--- config.mk ---
export PLATFORM = sky130hd
export DESIGN_NAME = mc_control
export DESIGN_NICKNAME = d
export VERILOG_FILES = /design/src/rtl/mips_pkg.sv /design/src/rtl/mc_ctrl_decode.sv /design/src/rtl/mc_control.sv
export SDC_FILE = /design/constraint.sdc
export NUM_CORES = 1
export LEC_CHECK = 0
export ABC_CLOCK_PERIOD_IN_PS = 1800
export CAP_MARGIN = 10
export CORE_UTILIZATION = 39
export DETAILED_ROUTE_END_ITERATION = 8
export PLACE_DENSITY = 0.81
export RECOVER_POWER = 100
export SETUP_SLACK_MARGIN = 0.5
export SYNTH_ARGS = -nofsm -noshare
export SYNTH_HDL_FRONTEND = slang
export SYNTH_SLANG_ARGS = --single-unit
--- constraint.sdc ---
create_clock -name clk -period 1.8 [get_ports clk]
set_input_delay 0.18 -clock clk [delete_from_list [all_inputs] [get_ports clk]]
set_output_delay 0.18 -clock clk [all_outputs]
set_load 0.02 [all_outputs]
--- src/rtl/mips_pkg.sv ---
// Shared encodings for the multi-cycle MIPS control path: opcodes, FSM states,
// datapath mux selects and the packed control word produced by the decoder.
package mips_pkg;

  localparam int unsigned OPCODE_W = 6;
  localparam int unsigned STATE_W  = 4;

  localparam logic [OPCODE_W-1:0] OP_RTYPE = 6'b000000;
  localparam logic [OPCODE_W-1:0] OP_LW    = 6'b100011;
  localparam logic [OPCODE_W-1:0] OP_SW    = 6'b101011;
  localparam logic [OPCODE_W-1:0] OP_BEQ   = 6'b000100;
  localparam logic [OPCODE_W-1:0] OP_BNE   = 6'b000101;
  localparam logic [OPCODE_W-1:0] OP_J     = 6'b000010;
  localparam logic [OPCODE_W-1:0] OP_ADDI  = 6'b001000;

  typedef enum logic [STATE_W-1:0] {
    S_IF   = 4'd0,
    S_DEC  = 4'd1,
    S_MADR = 4'd2,
    S_MRD  = 4'd3,
    S_MWB  = 4'd4,
    S_MWR  = 4'd5,
    S_REX  = 4'd6,
    S_RWB  = 4'd7,
    S_BR   = 4'd8,
    S_JMP  = 4'd9,
    S_IEX  = 4'd10,
    S_IWB  = 4'd11
  } state_e;

  typedef enum logic [1:0] {
    ALU_ADD   = 2'b00,
    ALU_SUB   = 2'b01,
    ALU_FUNCT = 2'b10
  } alu_op_e;

  typedef enum logic [1:0] {
    PCS_ALU    = 2'b00,
    PCS_ALUOUT = 2'b01,
    PCS_JUMP   = 2'b10
  } pc_source_e;

  typedef enum logic [1:0] {
    ALUB_B       = 2'b00,
    ALUB_FOUR    = 2'b01,
    ALUB_IMM     = 2'b10,
    ALUB_IMM_SHL = 2'b11
  } alu_src_b_e;

  typedef struct packed {
    logic       pc_write;
    logic       pc_write_cond;
    logic       branch_ne;
    pc_source_e pc_source;
    logic       iord;
    logic       mem_read;
    logic       mem_write;
    logic       ir_write;
    logic       reg_write;
    logic       reg_dst;
    logic       mem_to_reg;
    logic       alu_src_a;
    alu_src_b_e alu_src_b;
    alu_op_e    alu_op;
  } ctrl_t;

endpackage

--- src/rtl/mc_ctrl_decode.sv ---
// Combinational state-to-control decoder; fetch strobes are gated by
// mem_ready so the PC and IR only load on the cycle the fetch completes.
module mc_ctrl_decode
  import mips_pkg::*;
(
  input  state_e                state_i,
  input  logic                  mem_ready_i,
  input  logic [OPCODE_W-1:0]   opcode_i,
  output ctrl_t                 ctrl_o
);

  always_comb begin
    ctrl_o = '0;
    case (state_i)
      S_IF: begin
        ctrl_o.mem_read  = 1'b1;
        ctrl_o.alu_src_b = ALUB_FOUR;
        ctrl_o.ir_write  = mem_ready_i;
        ctrl_o.pc_write  = mem_ready_i;
      end
      S_DEC: ctrl_o.alu_src_b = ALUB_IMM_SHL;
      S_MADR: begin
        ctrl_o.alu_src_a = 1'b1;
        ctrl_o.alu_src_b = ALUB_IMM;
      end
      S_MRD: begin
        ctrl_o.mem_read = 1'b1;
        ctrl_o.iord     = 1'b1;
      end
      S_MWB: begin
        ctrl_o.reg_write  = 1'b1;
        ctrl_o.mem_to_reg = 1'b1;
      end
      S_MWR: begin
        ctrl_o.mem_write = 1'b1;
        ctrl_o.iord      = 1'b1;
      end
      S_REX: begin
        ctrl_o.alu_src_a = 1'b1;
        ctrl_o.alu_op    = ALU_FUNCT;
      end
      S_RWB: begin
        ctrl_o.reg_dst   = 1'b1;
        ctrl_o.reg_write = 1'b1;
      end
      S_BR: begin
        ctrl_o.alu_src_a     = 1'b1;
        ctrl_o.alu_op        = ALU_SUB;
        ctrl_o.pc_write_cond = 1'b1;
        ctrl_o.pc_source     = PCS_ALUOUT;
        ctrl_o.branch_ne     = (opcode_i == OP_BNE);
      end
      S_JMP: begin
        ctrl_o.pc_write  = 1'b1;
        ctrl_o.pc_source = PCS_JUMP;
      end
      S_IEX: begin
        ctrl_o.alu_src_a = 1'b1;
        ctrl_o.alu_src_b = ALUB_IMM;
      end
      S_IWB: ctrl_o.reg_write = 1'b1;
      default: ;
    endcase
  end

endmodule

--- src/rtl/mc_control.sv ---
// Multi-cycle MIPS control unit: state register, next-state logic and the
// PC write-enable combining unconditional and branch-conditional updates.
module mc_control
  import mips_pkg::*;
(
  input  logic                clk,
  input  logic                rst,
  input  logic [OPCODE_W-1:0] opcode,
  input  logic                zero,
  input  logic                mem_ready,
  output logic                pc_we,
  output logic                pc_write,
  output logic                pc_write_cond,
  output logic                branch_ne,
  output logic [1:0]          pc_source,
  output logic                iord,
  output logic                mem_read,
  output logic                mem_write,
  output logic                ir_write,
  output logic                reg_write,
  output logic                reg_dst,
  output logic                mem_to_reg,
  output logic                alu_src_a,
  output logic [1:0]          alu_src_b,
  output logic [1:0]          alu_op,
  output logic [STATE_W-1:0]  state,
  output logic                illegal
);

  state_e state_q, state_d;
  ctrl_t  ctrl;

  always_ff @(posedge clk) begin
    if (rst) state_q <= S_IF;
    else     state_q <= state_d;
  end

  always_comb begin
    state_d = S_IF;
    illegal = 1'b0;
    case (state_q)
      S_IF:  state_d = mem_ready ? S_DEC : S_IF;
      S_DEC: begin
        case (opcode)
          OP_LW, OP_SW:   state_d = S_MADR;
          OP_RTYPE:       state_d = S_REX;
          OP_BEQ, OP_BNE: state_d = S_BR;
          OP_J:           state_d = S_JMP;
          OP_ADDI:        state_d = S_IEX;
          default: begin
            state_d = S_IF;
            illegal = 1'b1;
          end
        endcase
      end
      S_MADR: state_d = (opcode == OP_SW) ? S_MWR : S_MRD;
      S_MRD:  state_d = mem_ready ? S_MWB : S_MRD;
      S_MWR:  state_d = mem_ready ? S_IF : S_MWR;
      S_REX:  state_d = S_RWB;
      S_IEX:  state_d = S_IWB;
      default: state_d = S_IF;
    endcase
  end

  mc_ctrl_decode u_decode (
    .state_i     (state_q),
    .mem_ready_i (mem_ready),
    .opcode_i    (opcode),
    .ctrl_o      (ctrl)
  );

  assign pc_write      = ctrl.pc_write;
  assign pc_write_cond = ctrl.pc_write_cond;
  assign branch_ne     = ctrl.branch_ne;
  assign pc_source     = 2'(ctrl.pc_source);
  assign iord          = ctrl.iord;
  assign mem_read      = ctrl.mem_read;
  assign mem_write     = ctrl.mem_write;
  assign ir_write      = ctrl.ir_write;
  assign reg_write     = ctrl.reg_write;
  assign reg_dst       = ctrl.reg_dst;
  assign mem_to_reg    = ctrl.mem_to_reg;
  assign alu_src_a     = ctrl.alu_src_a;
  assign alu_src_b     = 2'(ctrl.alu_src_b);
  assign alu_op        = 2'(ctrl.alu_op);
  assign state         = 4'(state_q);

  // Branch taken when zero disagrees with the bne polarity.
  assign pc_we = pc_write | (pc_write_cond & (zero ^ branch_ne));

endmodule

==> summary.md, run 1 <==
| Metric | Value |
|---|---|
| Outcome | aborted with a tool error |
| Exit stage | global routing |
| Error | [ERROR DPL-0038] Utilization greater than 100%, impossible to legalize |
| Row count | 14 |
| Hold_buf cts | 0 |
| Synth area leader | dfxtp_1 |
| CTS buffer count | 3 |
| Sequential share of the synthesized area | 12.5% |
| Die Wd | 42.5 µm |
| Clock buffer depth | 2 |
| CTS Root Cell | clkbuf_4 |
| Routability cong. | 0.837 |
| Worst endpoint kind after the last repair | primary output |
| Mean Syn Cell Area | 7.17 µm² |
| Syn_nets | 99 |
| Number of I/O pins | 33 |
| Largest net degree at the start of global routing | 11 |
| Synthesized instance count | 89 |
| PortBufs | 32 |
| Synth cell types | 38 |
| H-tree depth | 1 |
| HPWL after DPL | 1780 µm |
| Height of the die | 42.5 µm |
| Netlist Area Pre-Place | 638 µm² |
| Top cells by area, synth | dfxtp_1, nor3_1, buf_6 |
| Area share of the largest cell type after synthesis | 12.5% |
| CTS sink cnt | 4 |
| FF+latch count, synth | 4 |
| Post-GRT worst EP | branch_ne |
| Synth Warn # | 0 |
| Initial core utilization | 41.9% |
[Yosys cell counts (all sizes together)]
library cell	instances
nand4b	1
dfxtp	4
nand2	3
a22o	1
o2111ai	1
buf	9
nand2b	6
nor3	12
a211oi	2
a21o	2
and2b	1
or4	1
o21bai	2
a31oi	2
nor4b	3
nor4	2
nand3b	1
xnor2	3
a222oi	1
nand3	4
and3	2
and3b	1
nor2b	2
o21ai	2
a21oi	4
nor3b	2
or3	1
a31o	1
nor2	12
clkbuf	1
[stage by stage]
step	setup WS [ps]	instances	setup TNS (ps)	area [µm²]
after floorplan	381	89	0	759
after global placement	-364	146	-1010	1150
after detailed placement	-437	146	-1320	1150
after CTS	298	164	0	1420
[cells by family after synthesis]
group	count (synthesis)	share of synthesized area, %
buf+inv	10	12.5
xor+xnor	3	4.12
simple gates	54	50.6
compound gates	18	20.2
flops	4	12.5
[repair_timing]
item,CTS
gates resized for setup,157
cloned,2
pin swaps,17
endpoints found under the setup margin,27
buffers inserted,12
==> inputs of run 2 (changes only) <==
--- a/config.mk
+++ b/config.mk
@@ -7,11 +7,11 @@
 export LEC_CHECK = 0
 export ABC_CLOCK_PERIOD_IN_PS = 1800
 export CAP_MARGIN = 10
-export CORE_UTILIZATION = 39
+export CORE_AREA = 2 2 63 65
 export DETAILED_ROUTE_END_ITERATION = 8
-export PLACE_DENSITY = 0.81
+export DIE_AREA = 0 0 65 67
+export PLACE_DENSITY_LB_ADDON = 0.15
 export RECOVER_POWER = 100
-export SETUP_SLACK_MARGIN = 0.5
 export SYNTH_ARGS = -nofsm -noshare
 export SYNTH_HDL_FRONTEND = slang
 export SYNTH_SLANG_ARGS = --single-unit
==> summary.md, run 2 <==
| Metric | Value |
|---|---|
| Routability cong. | 0.823 |
| Largest family of logic cells by synthesized area | simple AND/OR/NAND/NOR gates |
| Netlist Area Pre-Place | 638 µm² |
| Top cells by area, synth | dfxtp_1, nor3_1, buf_6 |
| Fill count | 402 |
| Pwr Density | 364 mW/mm² |
| WHS | 542 ps |
| Max FFs per register | 4 |
| DRT antenna net count | 0 |
| Height of the die | 67 µm |
| Adder-cell area share of the yosys netlist | 0% |
| Initial antenna violation count | 0 |
| Crit path kind | input pin to primary output |
| FF+latch count, synth | 4 |
| Post-synthesis xor/xnor area fraction | 4.12% |
| Placed instance count | 188 |
| Cells along the critical path | clkdlybuf4s50_1 > nor3_2 > nand4b_1 > xnor2_1 > a21o_1 > buf_2 |
| CP max stage delay | 450 ps |
| Slew Limit Fails | 0 |
| Fraction of layout cells with a size suffix above 1 | 30.1% |
| Main flop type after synthesis | dfxtp_1 |
| Core box area | 0.00361 mm² |
| FMAX | 588 MHz |
| H-tree depth | 1 |
| CTS buffer count | 3 |
| Cell area after layout | 0.00117 mm² |
| Synth Area in Compound Gates | 20.2% |
| Max IR drop VDD | 0.146 mV |
| Vias in the first global route | 794 |
| Post-DP Area | 0.00116 mm² |
| Final Hold Vio Count | 0 |
| Number of I/O pins | 33 |
| Vias/cell | 4.36 |
| Outcome | completed |
| Crit start category | input pin |
| Worst Path Buf+Inv | 2 |
| Crit path arrival time | 1520 ps |
| Hold_buf cts | 0 |
| CTS sink cnt | 4 |
| Async SR Flop Fraction | 0% |
| Area share of the largest cell type after synthesis | 12.5% |
| Syn_nets | 99 |
| Die Footprint | 0.00436 mm² |
| WL final | 2220 µm |
| Util after Layout | 32.5% |
| Sequential share of the synthesized area | 12.5% |
| Post-route insts no fill | 191 |
| Tot GR Track Use | 10.5% |
| Crit end category | primary output |
| Post-synthesis mux area share | 0% |
| Commonest cells after routing, fill and taps aside | buf_4, dlygate4sd2_1, nor2_1, nor3_1, clkdlybuf4s50_1 |
| WP data required | 1620 ps |
| Synth Warn # | 0 |
| 1st-iter DRT viols | 33 |
| Number of remaining DRC errors | 0 |
| Max_cap viols | 0 |
| Initial core utilization | 17.7% |
| Slew margin rel. | 78.9% |
| Worst-path maximum fanout | 2 |
| Skew-Pair Late Insertion Delay | 220 ps |
| CP top delay family | buffers and inverters |
| Row count | 22 |
| Synthesized instance count | 89 |
| Setup Buffers After CTS | 0 |
| ANT cells | 0 |
| Mean Syn Cell Area | 7.17 µm² |
| Final setup violation count | 0 |
| Clock transition at the registers of the reported paths | 30 ps |
| Pwr Total | 0.000426 W |
| Die Wd | 65 µm |
| Fin crit period | 1700 ps |
| Final setup skew | 0.862 ps |
| Pre-antenna DRT Iters | 4 |
| Footprint of the multi-input gates | 489 µm² |
| TritonCTS clock tree | done |
| Gr ovfl total | 0 |
| Synth cell count leaders | nor2_1, nor3_1, nand2b_1 |
| P_leak | 0.546 nW |
| Via Count | 832 |
| Worst Max-Slew Pin Slew | 313 ps |
| CTS Root Cell | clkbuf_8 |
| Register Area | 82.6 µm² |
| PortBufs | 32 |
| Synth cell types | 38 |
| Synthesis-to-finish area growth | 83.5% |
| HPWL after DPL | 1800 µm |
| Fin crit share | 94.5% |
| Post-synth EDFFs | 0 |
| First-pass GRT wire length | 3510 µm |
| Nets | 155 |
| Clock buffer depth | 2 |
| Synth Area in Simple Gates | 50.6% |
| Slowest CP cell | clkdlybuf4s50_1 |
| WL/cell | 11.6 µm |
| Largest net degree at the start of global routing | 12 |
| Commonest non-fill, non-tap cell in the layout | buf_4 |
| Hold Path Class | input pin to flip-flop |
| Synth area leader | dfxtp_1 |
## run 2: cell families after synthesis
kind of cell,after synthesis
XOR/XNOR,3
flip-flops,4
buffers and inverters,10
AND/OR/NAND/NOR,54
AO/OA/AOI/OAI,18
## run 2: metal layers
metal	track usage [%]	vias up	routed length, µm
met1	13.2	372	1070
met4	4.79	0	12
met2	18.0	22	1050
met3	0.845	2	84
met5	0	-	0
li1	-	436	-
## run 2: layout make-up
cell class                 count  share of cell area, %
clock buffer                   3                   3.53
tap                           48                   5.13
sequential                     4                   7.05
timing repair buffer          61                   42.5
multi-input combinational     75                   41.8
## run 2: path summary, 6_finish.rpt
check	from	endpoint	slack, ps	cells past startpoint
worst max-delay path	opcode[5]	pc_we	100	6
worst min-delay path	opcode[1]	state[0]	540	4
worst max register to register	state[3]	state[3]	210	5
worst min register to register	state[3]	state[2]	620	2
## run 2: through the flow
stage	worst slack, ps	setup TNS [ps]
detailed placement	-356	-1420
global route	-0.369	-0.369
finish	98.4	0
floorplan	-14.7	-26.8
global placement	-341	-1430
CTS	0.189	0
## run 2: power breakdown
group	total, W	internal, W	switching [W]
clock	0.000187	0.000142	0.0000443
combinational	0.000143	0.0000744	0.0000685
sequential	0.0000964	0.0000916	0.00000476
## run 2: repair_timing
item / 4_1_cts / 5_1_grt
setup endpoints to repair: 19 / 4
hold endpoints to repair: 0 / 0
pin swaps: 1 / 2
cloned: 0 / 0
resized for setup: 29 / 7
## run 2: worst reg2reg max path, stage by stage (launching register included)
cell	delay (ps)
dfxtp_1	320
buf_4	160
clkbuf_2	140
nand2b_2	190
or4_1	490
a211oi_1	200
Note: power is estimated with default switching activity, not from simulation.
